--- src/rtl/arcade_input_pkg.sv ---
// Shared constants and types for the arcade input conditioner.
// Game-mode encodings, joystick direction indices and per-player helpers.
package arcade_input_pkg;

    localparam logic [1:0] GAME_BLOCKADE = 2'd0;
    localparam logic [1:0] GAME_COMOTION = 2'd1;
    localparam logic [1:0] GAME_HUSTLE   = 2'd2;

    localparam int DIR_RIGHT = 0;
    localparam int DIR_LEFT  = 1;
    localparam int DIR_DOWN  = 2;
    localparam int DIR_UP    = 3;

    typedef logic [3:0] joy4_t;

    typedef enum logic {
        COIN_IDLE,
        COIN_PULSE
    } coin_state_t;

    // Byte nibble order expected by the core: {left, down, right, up}.
    function automatic joy4_t pack_dir(input joy4_t j);
        return {j[DIR_LEFT], j[DIR_DOWN], j[DIR_RIGHT], j[DIR_UP]};
    endfunction

    // Opposing directions held together cancel to neutral.
    function automatic joy4_t socd_neutral(input joy4_t j);
        joy4_t r;
        r = j;
        if (j[DIR_LEFT] && j[DIR_RIGHT]) begin
            r[DIR_LEFT]  = 1'b0;
            r[DIR_RIGHT] = 1'b0;
        end
        if (j[DIR_UP] && j[DIR_DOWN]) begin
            r[DIR_UP]   = 1'b0;
            r[DIR_DOWN] = 1'b0;
        end
        return r;
    endfunction

endpackage

--- src/rtl/arcade_input_conditioner_if.sv ---
// Control-side bundle: raw cabinet/host controls in, packed core bytes out.
// master = control source / byte consumer, slave = the conditioner.
interface arcade_input_conditioner_if #(
    parameter int NUM_PLAYERS = 4
);
    logic [1:0]               game_mode;
    logic [4*NUM_PLAYERS-1:0] joy;
    logic                     btn_coin;
    logic [1:0]               btn_start;
    logic                     btn_boom;
    logic [15:0]              dip_sw;
    logic [7:0]               in_1;
    logic [7:0]               in_2;
    logic [7:0]               in_4;
    logic                     coin_pulse;

    modport master (
        output game_mode, joy, btn_coin, btn_start, btn_boom, dip_sw,
        input  in_1, in_2, in_4, coin_pulse
    );

    modport slave (
        input  game_mode, joy, btn_coin, btn_start, btn_boom, dip_sw,
        output in_1, in_2, in_4, coin_pulse
    );
endinterface

--- src/rtl/input_debounce.sv ---
// Purpose: single-bit debouncer; output follows input after DEBOUNCE_CYCLES stable cycles (0 = pass-through).
// Latency: DEBOUNCE_CYCLES cycles from a stable input change; combinational when DEBOUNCE_CYCLES=0.
// Backpressure: none, free-running level filter.
module input_debounce #(
    parameter int DEBOUNCE_CYCLES = 16
) (
    input  logic clk_sys,
    input  logic reset,
    input  logic din,
    output logic dout
);
    localparam logic [15:0] CNT_LAST = (DEBOUNCE_CYCLES == 0) ? 16'd0
                                                               : 16'(DEBOUNCE_CYCLES - 1);

    logic [15:0] cnt_q, cnt_d;
    logic        state_q, state_d;

    always_comb begin
        cnt_d   = '0;
        state_d = state_q;
        if (din != state_q) begin
            if (cnt_q == CNT_LAST) begin
                state_d = ~state_q;
            end else begin
                cnt_d = cnt_q + 16'd1;
            end
        end
    end

    always_ff @(posedge clk_sys) begin
        if (reset) begin
            cnt_q   <= '0;
            state_q <= 1'b0;
        end else begin
            cnt_q   <= cnt_d;
            state_q <= state_d;
        end
    end

    assign dout = (DEBOUNCE_CYCLES == 0) ? din : state_q;

endmodule

--- src/rtl/arcade_input_conditioner.sv ---
// Purpose: sync + debounce controls, stretch coin, pack per-mode active-low bytes; ARCADE_INPUT_SOCD_EN adds neutral SOCD.
// Latency: raw edge to bytes = 2 + DEBOUNCE_CYCLES + 1 cycles; coin_pulse aligned with in_1[7].
// Backpressure: none; level outputs are re-registered every cycle.
module arcade_input_conditioner
    import arcade_input_pkg::*;
#(
    parameter int NUM_PLAYERS       = 4,
    parameter int DEBOUNCE_CYCLES   = 16,
    parameter int COIN_PULSE_CYCLES = 4096
) (
    input  logic                        clk_sys,
    input  logic                        reset,
    arcade_input_conditioner_if.slave   io
);
    localparam int          NJ         = 4 * NUM_PLAYERS;
    localparam int          NB         = NJ + 4;
    localparam logic [31:0] PULSE_LAST = 32'(COIN_PULSE_CYCLES - 1);

    logic [NB-1:0] raw, sync1_q, sync1_d, sync2_q, sync2_d, db;
    logic [15:0]   joy_pad;
    logic          db_coin, db_boom;
    logic [1:0]    db_start;
    joy4_t         pl [4];
    joy4_t         p1, p2, p3, p4;

    coin_state_t   coin_state_q, coin_state_d;
    logic [31:0]   coin_cnt_q, coin_cnt_d;
    logic          coin_prev_q, coin_prev_d;
    logic [1:0]    mode_q, mode_d;
    logic          pulse_next;
    logic [7:0]    in_1_q, in_1_d, in_2_q, in_2_d, in_4_q, in_4_d;
    logic          unused_dip;

    assign raw        = {io.btn_boom, io.btn_start, io.btn_coin, io.joy};
    assign unused_dip = ^io.dip_sw[7:3];

    always_comb begin
        sync1_d = raw;
        sync2_d = sync1_q;
    end

    for (genvar i = 0; i < NB; i++) begin : g_db
        input_debounce #(.DEBOUNCE_CYCLES(DEBOUNCE_CYCLES)) u_db (
            .clk_sys (clk_sys),
            .reset   (reset),
            .din     (sync2_q[i]),
            .dout    (db[i])
        );
    end

    assign db_coin  = db[NJ];
    assign db_start = db[NJ+2:NJ+1];
    assign db_boom  = db[NJ+3];
    // Absent players are zero-padded so they read as released.
    assign joy_pad  = 16'(db[NJ-1:0]);

    always_comb begin
        for (int p = 0; p < 4; p++) begin
`ifdef ARCADE_INPUT_SOCD_EN
            pl[p] = socd_neutral(joy_pad[4*p +: 4]);
`else
            pl[p] = joy_pad[4*p +: 4];
`endif
        end
        p1 = pack_dir(pl[0]);
        p2 = pack_dir(pl[1]);
        p3 = pack_dir(pl[2]);
        p4 = pack_dir(pl[3]);
    end

    always_comb begin
        coin_state_d = coin_state_q;
        coin_cnt_d   = coin_cnt_q;
        coin_prev_d  = db_coin;
        mode_d       = io.game_mode;
        case (coin_state_q)
            COIN_IDLE: begin
                if (db_coin && !coin_prev_q) begin
                    coin_state_d = COIN_PULSE;
                    coin_cnt_d   = PULSE_LAST;
                end
            end
            COIN_PULSE: begin
                if (coin_cnt_q == '0) begin
                    coin_state_d = COIN_IDLE;
                end else begin
                    coin_cnt_d = coin_cnt_q - 32'd1;
                end
            end
        endcase
        // A mode switch drops any pulse in flight rather than carrying it into the new game.
        if (io.game_mode != mode_q) begin
            coin_state_d = COIN_IDLE;
            coin_cnt_d   = '0;
        end
        pulse_next = (coin_state_d == COIN_PULSE);
    end

    always_comb begin
        in_1_d = 8'hFF;
        in_2_d = 8'hFF;
        in_4_d = 8'hFF;
        case (mode_q)
            GAME_BLOCKADE: begin
                in_1_d = ~{pulse_next, io.dip_sw[2:0], 1'b0, db_boom, 2'b00};
                in_2_d = ~{p1, p2};
            end
            GAME_COMOTION: begin
                in_1_d = ~{pulse_next, 2'b00, db_start[0] | db_start[1], io.dip_sw[0], db_boom, 2'b00};
                in_2_d = ~{p2, p1};
                in_4_d = ~{p4, p3};
            end
            GAME_HUSTLE: begin
                in_1_d = ~{pulse_next, 2'b00, db_start[1], db_start[0], io.dip_sw[2:0]};
                in_2_d = ~{p1, p2};
                in_4_d = io.dip_sw[15:8];
            end
            default: ;
        endcase
    end

    always_ff @(posedge clk_sys) begin
        if (reset) begin
            sync1_q      <= '0;
            sync2_q      <= '0;
            coin_state_q <= COIN_IDLE;
            coin_cnt_q   <= '0;
            coin_prev_q  <= 1'b0;
            mode_q       <= GAME_BLOCKADE;
            in_1_q       <= 8'hFF;
            in_2_q       <= 8'hFF;
            in_4_q       <= 8'hFF;
        end else begin
            sync1_q      <= sync1_d;
            sync2_q      <= sync2_d;
            coin_state_q <= coin_state_d;
            coin_cnt_q   <= coin_cnt_d;
            coin_prev_q  <= coin_prev_d;
            mode_q       <= mode_d;
            in_1_q       <= in_1_d;
            in_2_q       <= in_2_d;
            in_4_q       <= in_4_d;
        end
    end

    assign io.in_1       = in_1_q;
    assign io.in_2       = in_2_q;
    assign io.in_4       = in_4_q;
    assign io.coin_pulse = (coin_state_q == COIN_PULSE);

endmodule

--- src/flat_wrapper.sv ---
// flat-port wrapper written by rule: the top's interface ports become plain ports
module arcade_input_conditioner_flat import arcade_input_pkg::*;
#(
    parameter int NUM_PLAYERS       = 4,
    parameter int DEBOUNCE_CYCLES   = 16,
    parameter int COIN_PULSE_CYCLES = 4096
)
  (clk_sys, reset, io_game_mode, io_joy, io_btn_coin, io_btn_start, io_btn_boom, io_dip_sw, io_in_1, io_in_2, io_in_4, io_coin_pulse);
  arcade_input_conditioner_if #(.NUM_PLAYERS(NUM_PLAYERS)) io_i ();
  input  logic clk_sys;
  input  logic reset;
  input wire logic [$bits(io_i.game_mode)-1:0] io_game_mode;
  input wire logic [$bits(io_i.joy)-1:0] io_joy;
  input wire logic [$bits(io_i.btn_coin)-1:0] io_btn_coin;
  input wire logic [$bits(io_i.btn_start)-1:0] io_btn_start;
  input wire logic [$bits(io_i.btn_boom)-1:0] io_btn_boom;
  input wire logic [$bits(io_i.dip_sw)-1:0] io_dip_sw;
  output wire logic [$bits(io_i.in_1)-1:0] io_in_1;
  output wire logic [$bits(io_i.in_2)-1:0] io_in_2;
  output wire logic [$bits(io_i.in_4)-1:0] io_in_4;
  output wire logic [$bits(io_i.coin_pulse)-1:0] io_coin_pulse;
  assign io_i.game_mode = io_game_mode;
  assign io_i.joy = io_joy;
  assign io_i.btn_coin = io_btn_coin;
  assign io_i.btn_start = io_btn_start;
  assign io_i.btn_boom = io_btn_boom;
  assign io_i.dip_sw = io_dip_sw;
  assign io_in_1 = io_i.in_1;
  assign io_in_2 = io_i.in_2;
  assign io_in_4 = io_i.in_4;
  assign io_coin_pulse = io_i.coin_pulse;
  arcade_input_conditioner #(.NUM_PLAYERS(NUM_PLAYERS), .DEBOUNCE_CYCLES(DEBOUNCE_CYCLES), .COIN_PULSE_CYCLES(COIN_PULSE_CYCLES)) u_core (.clk_sys(clk_sys), .reset(reset), .io(io_i));
endmodule
--- config.mk ---
export PLATFORM = sky130hd
export DESIGN_NAME = arcade_input_conditioner_flat
export DESIGN_NICKNAME = d
export VERILOG_FILES = /design/src/rtl/arcade_input_pkg.sv /design/src/rtl/arcade_input_conditioner_if.sv /design/src/rtl/input_debounce.sv /design/src/rtl/arcade_input_conditioner.sv /design/src/flat_wrapper.sv
export SDC_FILE = /design/constraint.sdc
export NUM_CORES = 1
export LEC_CHECK = 0
export CORE_MARGIN = 2
export CORE_UTILIZATION = 26
export DETAILED_ROUTE_END_ITERATION = 7
export PLACE_DENSITY = 0.49
export SLEW_MARGIN = 20
export SYNTH_ARGS = -nofsm -noshare
export SYNTH_HDL_FRONTEND = slang
export SYNTH_SLANG_ARGS = --single-unit
export TNS_END_PERCENT = 50
--- constraint.sdc ---
create_clock -name clk_sys -period 3.7 [get_ports clk_sys]
set_input_delay 0.74 -clock clk_sys [delete_from_list [all_inputs] [get_ports clk_sys]]
set_output_delay 0.74 -clock clk_sys [all_outputs]
set_load 0.03 [all_outputs]
[Word-level counts from Yosys, hierarchy flattened]
Cells that the tools add are included.
Cells by class
  add/sub/neg operators: 21
  equality and inequality tests: 45
  multiplexer cells: 10
  bitwise logic cells: 48
  reduce and logical (&&, ||, !) cells: 47
Operator list (number)
  16-bit by 1-bit adder with 16-bit output, second input constant: 20
  16-bit by 4-bit == test with 1-bit output, second input constant: 20
  32-bit 2-to-1 mux: 2
  32-bit one-hot mux with 2 select lines: 1
  3-bit OR reduction: 20
  8-bit NOT: 6
  2-bit AND reduction: 21
  1-bit NOT: 41
  32-bit zero test: 1
  8-bit one-hot mux with 2 select lines: 2
  32-bit by 1-bit subtractor with 32-bit output, second input constant: 1
  8-bit one-hot mux with 3 select lines: 1
  1-bit != test: 20
  2-bit OR reduction: 2
  1-bit 2-to-1 mux: 3
  2-bit by 1-bit == test with 1-bit output, second input constant: 1
  2-bit == test, second input constant: 1
  2-bit zero test: 1
  2-bit by 1-bit != test with 1-bit output, second input constant: 1
  2-bit != test: 1
  2-bit != test, second input constant: 1
  1-bit one-hot mux with 2 select lines: 1
  1-bit logical AND: 1
  1-bit zero test: 1
  1-bit bitwise OR: 1
Storage, ports and cells
  register bits: 440
  bits of input ports: 40
  output and inout port bits: 25
  logic and storage cells: 220

[Longest topological paths before layout]
Gate-level depths: netlist (run 1).
  word-level depth: 7
  gate-level depth with buffers: 9
  gate-level depth less buffers: 7

[Hierarchy]
Synthesis (run 1) repeated with hierarchy kept, for this count alone.
Second synthesis, totals
  cells, all modules: 2068
  area total of the unflattened synthesis: 19182.1 µm²
By module, submodules not included
  input_debounce at u_core.g_db[0].u_db ...: instances 19, cells an instance 85, area an instance 772.0 µm², sequential area each 340.3 µm²
  arcade_input_conditioner: instances 1, cells an instance 368, area an instance 3743.6 µm², sequential area each 2001.9 µm²
  input_debounce at u_core.g_db[9].u_db: instances 1, cells an instance 85, area an instance 770.7 µm², sequential area each 340.3 µm²

[Worst setup path after synthesis (run 1)]
No wires, ideal clock.
  kind: input to register
  start: input port reset
  end: register u_core.coin_cnt_q[17]
  library setup time: 0.074 ns
  arrival time: 2.222 ns
  required time: 3.626 ns
  path slack: 1.404 ns
  stages: 5
  path buffers: 1
  cell sequence: clkbuf_1 -> nor3_1 -> nand2_1 -> or4_1 -> o21ai_0
On the way
  longest elaborated chain between the ends: 1
Ends and longest elaborated chain
  from (decl): RTL line flat_wrapper.sv:11  | input logic reset;
  2-bit OR reduction (no source line)
  to (signal assigned): RTL line arcade_input_conditioner.sv:137  | coin_cnt_q <= coin_cnt_d;
  to (decl): RTL line arcade_input_conditioner.sv:27  | logic [31:0] coin_cnt_q, coin_cnt_d;
Every way passes these cells.
A chain may end at the register's enable or synchronous reset.

[Worst setup path in the final report (run 1)]
  start: register u_core.coin_state_q, in the netlist u_core.io.coin_pulse
  end: output port io_coin_pulse
RTL lines
  from (decl): RTL line arcade_input_conditioner.sv:26  | coin_state_t coin_state_q, coin_state_d;
  from (signal assigned): RTL line arcade_input_conditioner.sv:136  | coin_state_q <= coin_state_d;
  to (decl): RTL line flat_wrapper.sv:21  | output wire logic [$bits(io_i.coin_pulse)-1:0] io_coin_pulse;
No word-level cell between the ends.

==> impl_metrics.toml, run 1 <==
[placed_design]
gp_congestion = 0.7886
dp_hpwl_um = 25670
preCtsSetupSlack_ns = 0.9573
port_buffers = 59
place_area_um2 = 19470

[layout]
fin_area_um2 = 21220
area_delta_synth_final_pct = 18.48
layout_common_cells = "dfxtp_1, nor2_1, xor2_1"
multi_input_area_um2 = 8821
drive_above_1_share_pct = 5.121
fillers = 7025
fin_nets = 2094
layout_commonest_cell = "dfxtp_1"
regArea_um2 = 8808

[sta]
timing.final.crit_share_pct = 73.08
whs_ns = 0.4352
timing.setup.tns_ns = 0
report.final.hold_viol_count = 0
setup_slack_ns = 0.9960
finalCriticalPeriod_ns = 2.704
clock.fmax_mhz = 369.8
tightest_slew_ns = 0.7948
maxSlewHeadroom_pct = 46.90
setup_viol = 0
rsz0062_at_grt = "false"
slew_violations = 0
skew_ns = 0.01786

[floorplan]
pin_count = 65
initial_core_util_pct = 26.21
dieArea_um2 = 71010
core_area_um2 = 68350
die_h_um = 266.5
die_x_um = 266.5
num_rows = 96

[yosys]
synth_area_um2 = 17910
avgSynthCellArea_um2 = 9.121
ys.warnings.count = 0
synth_compound_area_share_pct = 4.128
synthArstFlopShare_pct = 0
synth.area.top_cells = "dfxtp_1, xor2_1, nor2_1, xnor2_1, nand4_1"
synth_cell_types = 48
synthCells = 1964
ys.flop_type = "dfxtp_1"
synth_top_family_by_area = "simple AND/OR/NAND/NOR gates"
synth-simple-area-share_pct = 27.92
synth_edf_count = 0
yosysSeqAreaShare_pct = 49.17
synth_mux_area_share_pct = 1.460
yosysTopAreaCell = "dfxtp_1"
yosysTopAreaCellShare_pct = 49.17
syn-num-nets = 2029
yosys.area_share.adder_pct = 1.746
ys_ff_latch = 440
yosys.area_share.xor_xnor_pct = 13.98

[worst_setup_path]
critPathKind = "reg2out"
startpoint_type = "flip-flop"
endpoint = "io_coin_pulse"
critPathTopFamily = "buffers and inverters"
r2r-start = "u_core.coin_cnt_q[0]"
regToRegSetupSlack_ns = 1.15
reg2reg_to = "u_core.coin_cnt_q[5]"
path_max_fanout = 13
endpoint_kind = "output port"
reg2regPathDepth = 8
crit_arrival_ns = 1.96
critical-path-max-stage-delay_ns = 0.77
startpoint = "u_core.io.coin_pulse"
crit_chain = "clkdlybuf4s50_1"
worstPathRequired_ns = 2.96
crit_path_top_delay_cell = "clkdlybuf4s50_1"
critical_path_depth = 1
crit_buf_inv = 1

[power]
p_int_mw = 8.069
vdd_drop_max_mv = 0.3259
leakagePower_nw = 7.281
p_sw_mw = 2.205
power_density_nw_per_um2 = 484.1
seqPwrFrac_pct = 46.8
combPwrFrac_pct = 2.5
switching_share_pct = 21.46
pwr-share-clk_pct = 50.6

[run_status]
status = "finished clean"

[routing]
avgViaCountPerCell = 4.530
drtAntennaViolNets = 0
drt_iter0_drc = 624
drcViolationCount = 0
drt_pass1_iterations = 5
vias = 13380
wire_per_inst_um = 12.72
routed_wl_um = 37560

[cts]
cts_resized = 0
cts_buffers = 51
cts_setup_buffers = 0
cts_tree = "done"
h-tree-depth = 2
cts_hold_buf = 0
clk_pin_slew_ns = 0.06
clockBufferDepth = 3
clock_sinks = 440
worstSkewPairLatency_ns = 0.59
cts_root_buf = "clkbuf_16"

[global_route]
grt_pass1_wl_um = 63310
globalRouteOverflowTotal = 0
antenna_found_initial = 1
grt_usage_pct = 10.64
grt_max_degree = 51
grt_pass1_vias = 13030

[job]
cap_violations = 0

[hold_path]
min_path_type = "reg2reg"
## sequential cells by signal, summed over array words and instances (netlist names), 2 cells and up
register                cells
u_core.sync2_q             20
u_core.coin_cnt_q          32
u_core.mode_q               2
u_core.sync1_q             20
u_core.g_db.u_db.dout      20
u_core.io.in_4              8
u_core.io.in_1              8
u_core.g_db.u_db.cnt_q    320
u_core.io.in_2              8
## logic make-up after synthesis
logic type | count (synthesis)
flops | 440
buf+inv | 74
compound gates | 114
xor+xnor | 286
fa+ha+maj | 25
mux | 26
simple gates | 999
## power groups by stage
stage / registers, mW / clock network [mW] / logic, mW
finish: 4.81 / 5.20 / 0.260
global route: 4.81 / 5.59 / 0.286
CTS: 4.81 / 5.41 / 0.267
detailed placement: 4.91 / 0 / 0.266
global placement: 4.91 / 0 / 0.266
floorplan: 4.94 / 0 / 0.101
## synthesized netlist by cell type, types with 4 or more instances
cell and count:
a211oi_1 4, a21oi_1 31, a311oi_1 6, a31oi_1 4, and2_1 11, and3_1 74
and4_1 33, clkbuf_1 55, dfxtp_1 440, ha_1 25, inv_1 14, mux2i_1 25
nand2_1 126, nand2b_1 5, nand3_1 89, nand4_1 96, nand4b_1 6, nor2_1 371
nor2b_1 49, nor3_1 24, nor4_1 68, o211ai_1 13, o21ai_0 31, o221ai_1 10
o31ai_1 8, or3_1 27, or4_1 10, xnor2_1 113, xor2_1 173
## routing by layer
metal	vias up	wire length (um)	track usage (%)
met5	-	11	0
met4	2	803	3.614
met3	56	1698	2.390
met2	140	16510	16.84
met1	6220	18540	14.25
li1	6959	-	-
## cell type report
type / count / share of cell area [%]
Clock buffer: 70 / 6.874
Antenna cell: 1 / 0.01179
Clock inverter: 24 / 1.391
Inverter: 15 / 0.2653
Multi-Input combinational cell: 1450 / 41.56
Timing Repair Buffer: 71 / 3.195
Sequential cell: 440 / 41.50
Tap cell: 882 / 5.200
## how the worst min path moves through the flow
stage / startpoint / endpoint / slack (ns) / cells past startpoint
after CTS: u_core.g_db[1].u_db.cnt_q[0] / u_core.g_db[1].u_db.cnt_q[0] / 0.44 / 1
after floorplan: u_core.g_db[1].u_db.cnt_q[0] / u_core.g_db[1].u_db.cnt_q[0] / 0.41 / 1
after detailed placement: u_core.sync1_q[12] / u_core.sync2_q[12] / 0.43 / 1
final: u_core.sync1_q[12] / u_core.sync2_q[12] / 0.44 / 1
after global routing: u_core.sync1_q[12] / u_core.sync2_q[12] / 0.45 / 1
after global placement: u_core.g_db[15].u_db.cnt_q[0] / u_core.g_db[15].u_db.cnt_q[0] / 0.42 / 1
## per-stage QoR
step                util (%)  instances  power (mW)
floorplan                  -       1964       5.041
global placement       28.48       2858       5.181
detailed placement     28.48       2858       5.180
CTS                    31.05       2952       10.49
global route           31.05       2952       10.69
finish                 31.05       2953       10.27
No activity file was read; power rests on OpenSTA's default activity.
==> inputs of run 2 (changes only) <==
Settings changed: PLACE_DENSITY 0.49 to 0.5.
Clock period 3.7 ns to 2.2 ns, I/O delays scaled along.
==> impl_metrics.toml, run 2 (synthesis gave the netlist of run 1 again) <==
[cts]
clk_pin_slew_ns = 0.05
h-tree-depth = 2
worstSkewPairLatency_ns = 0.59
clockBufferDepth = 3
cts_root_buf = "clkbuf_16"
clock_sinks = 440
cts_buffers = 48
cts_tree = "done"

[routing]
vias = 13650
drt_pass1_iterations = 5
routed_wl_um = 38600
drt_iter0_drc = 567
wire_per_inst_um = 12.99
avgViaCountPerCell = 4.595
drcViolationCount = 0
drtAntennaViolNets = 0

[placed_design]
preCtsSetupSlack_ns = -0.05546
place_area_um2 = 19680
gp_congestion = 0.7663
port_buffers = 59
dp_cells = 2883
dp_hpwl_um = 26830

[global_route]
globalRouteOverflowTotal = 0
grtUsageMet2_pct = 17.05
antenna_found_initial = 1
grt_use_met1_pct = 14.27
busiest_layer = "met2"
grt_max_degree = 60
globalRouteMet3Util_pct = 2.270
grt_usage_pct = 10.76
grt_pass1_wl_um = 64030
grt_pass1_vias = 13160

[power]
leakagePower_nw = 7.332
vdd_drop_max_mv = 0.5388
power_density_nw_per_um2 = 777.6

[layout]
diodes = 0
fin_nets = 2118
fin_area_um2 = 21310
largest-register = "u_core.g_db.u_db.cnt_q"
layout_commonest_cell = "dfxtp_1"
area_delta_synth_final_pct = 18.98
layout_common_cells = "dfxtp_1, nor2_1, xor2_1"
stdcell_count = 2971
largest_registers = "u_core.g_db.u_db.cnt_q: 320 flops, u_core.coin_cnt_q: 32 flops"
drive_above_1_share_pct = 6.223
largest_reg_flops = 320

[worst_setup_path]
startpoint_type = "flip-flop"
endpoint_kind = "flip-flop"
reg2regPathDepth = 6
critPathKind = "reg2reg"
r2r-start = "u_core.coin_cnt_q[5]"
reg2reg_to = "u_core.coin_cnt_q[11]"
worstPathRequired_ns = 2.65
regToRegSetupSlack_ns = 0.07
crit_arrival_ns = 2.58
path_max_fanout = 6

[sta]
finalCriticalPeriod_ns = 2.134
report.final.hold_viol_count = 0
timing.setup.tns_ns = 0
setup_viol = 0
whs_ns = 0.1843
setup_slack_ns = 0.06564
timing.final.crit_share_pct = 97.02
skew_ns = 0.02317
tightest_slew_ns = 0.5876
maxSlewHeadroom_pct = 60.53
slew_violations = 0
clock.fmax_mhz = 468.5

[hold_path]
min_path_type = "in2reg"
hold_path_depth = 2
hold_end = "u_core.mode_q[0]"
hp-start = "reset"

[run_status]
status = "finished clean"

[floorplan]
initial_core_util_pct = 26.21
core_area_um2 = 68350
dieArea_um2 = 71010
die_h_um = 266.5
die_x_um = 266.5
num_rows = 96
pin_count = 65

[job]
cap_violations = 0
[run 2: cell type report]
| class | instances | area [um^2] |
|---|---|---|
| Fill cell | 7025 | 47030 |
| Inverter | 15 | 56.30 |
| Timing Repair Buffer | 98 | 905.9 |
| Clock inverter | 16 | 196.4 |
| Clock buffer | 70 | 1384 |
| Sequential cell | 440 | 8808 |
| Tap cell | 882 | 1104 |
| Multi-Input combinational cell | 1450 | 8860 |
[run 2: per-layer routing]
metal | up-vias | wire [um]
met5 | - | 13
met4 | 2 | 1061
met3 | 76 | 1622
met2 | 176 | 16910
met1 | 6395 | 19000
li1 | 7003 | -
[run 2: power breakdown]
| group | internal, mW | switching, mW |
|---|---|---|
| clock | 4.73 | 3.29 |
| combinational | 0.189 | 0.268 |
| sequential | 8.05 | 0.0473 |
[run 2: critical path, stage by stage (launching register included)]
cell and delay [ns]:
dfxtp_1 0.31, or4_4 0.57, or2_4 0.27, or3_4 0.38, buf_6 0.15, a311oi_2 0.26
a311oi_1 0.07
[run 2: worst max-delay path by stage]
| stage | start | end | slack, ns | depth (start not counted) |
|---|---|---|---|---|
| 2_1_floorplan | u_core.coin_cnt_q[5] | u_core.coin_cnt_q[11] | 0.05 | 6 |
| 3_3_place_gp | io_game_mode[1] | u_core.coin_cnt_q[19] | -0.05 | 5 |
| 3_5_place_dp | io_game_mode[1] | u_core.coin_cnt_q[20] | -0.06 | 7 |
| 4_1_cts | u_core.coin_cnt_q[6] | u_core.coin_cnt_q[2] | 0.0009 | 6 |
| 5_1_grt | u_core.coin_cnt_q[5] | u_core.coin_cnt_q[30] | -0.0004 | 5 |
| 6_report | u_core.coin_cnt_q[5] | u_core.coin_cnt_q[11] | 0.07 | 6 |
[run 2: per-stage QoR]
| step | utilization [%] | power [mW] |
|---|---|---|
| 2_1_floorplan | - | 8.479 |
| 3_3_place_gp | 28.79 | 8.736 |
| 3_5_place_dp | 28.79 | 8.739 |
| 4_1_cts | 31.11 | 16.89 |
| 5_1_grt | 31.19 | 17.20 |
| 6_report | 31.19 | 16.57 |
[run 2: repair_timing]
action	CTS	global route
gates resized for setup	2	8
setup endpoints to repair	3	13
pin swaps	0	3
gates cloned	0	1
setup buffers	0	1
hold buffers	0	0
==> inputs of run 3 (changes only) <==
Settings changed: CTS_CLUSTER_DIAMETER set to 120, SLEW_MARGIN 20 to 10.
==> results of run 3 <==
The final DEF is identical to that of run 2; final timing and power are the same.
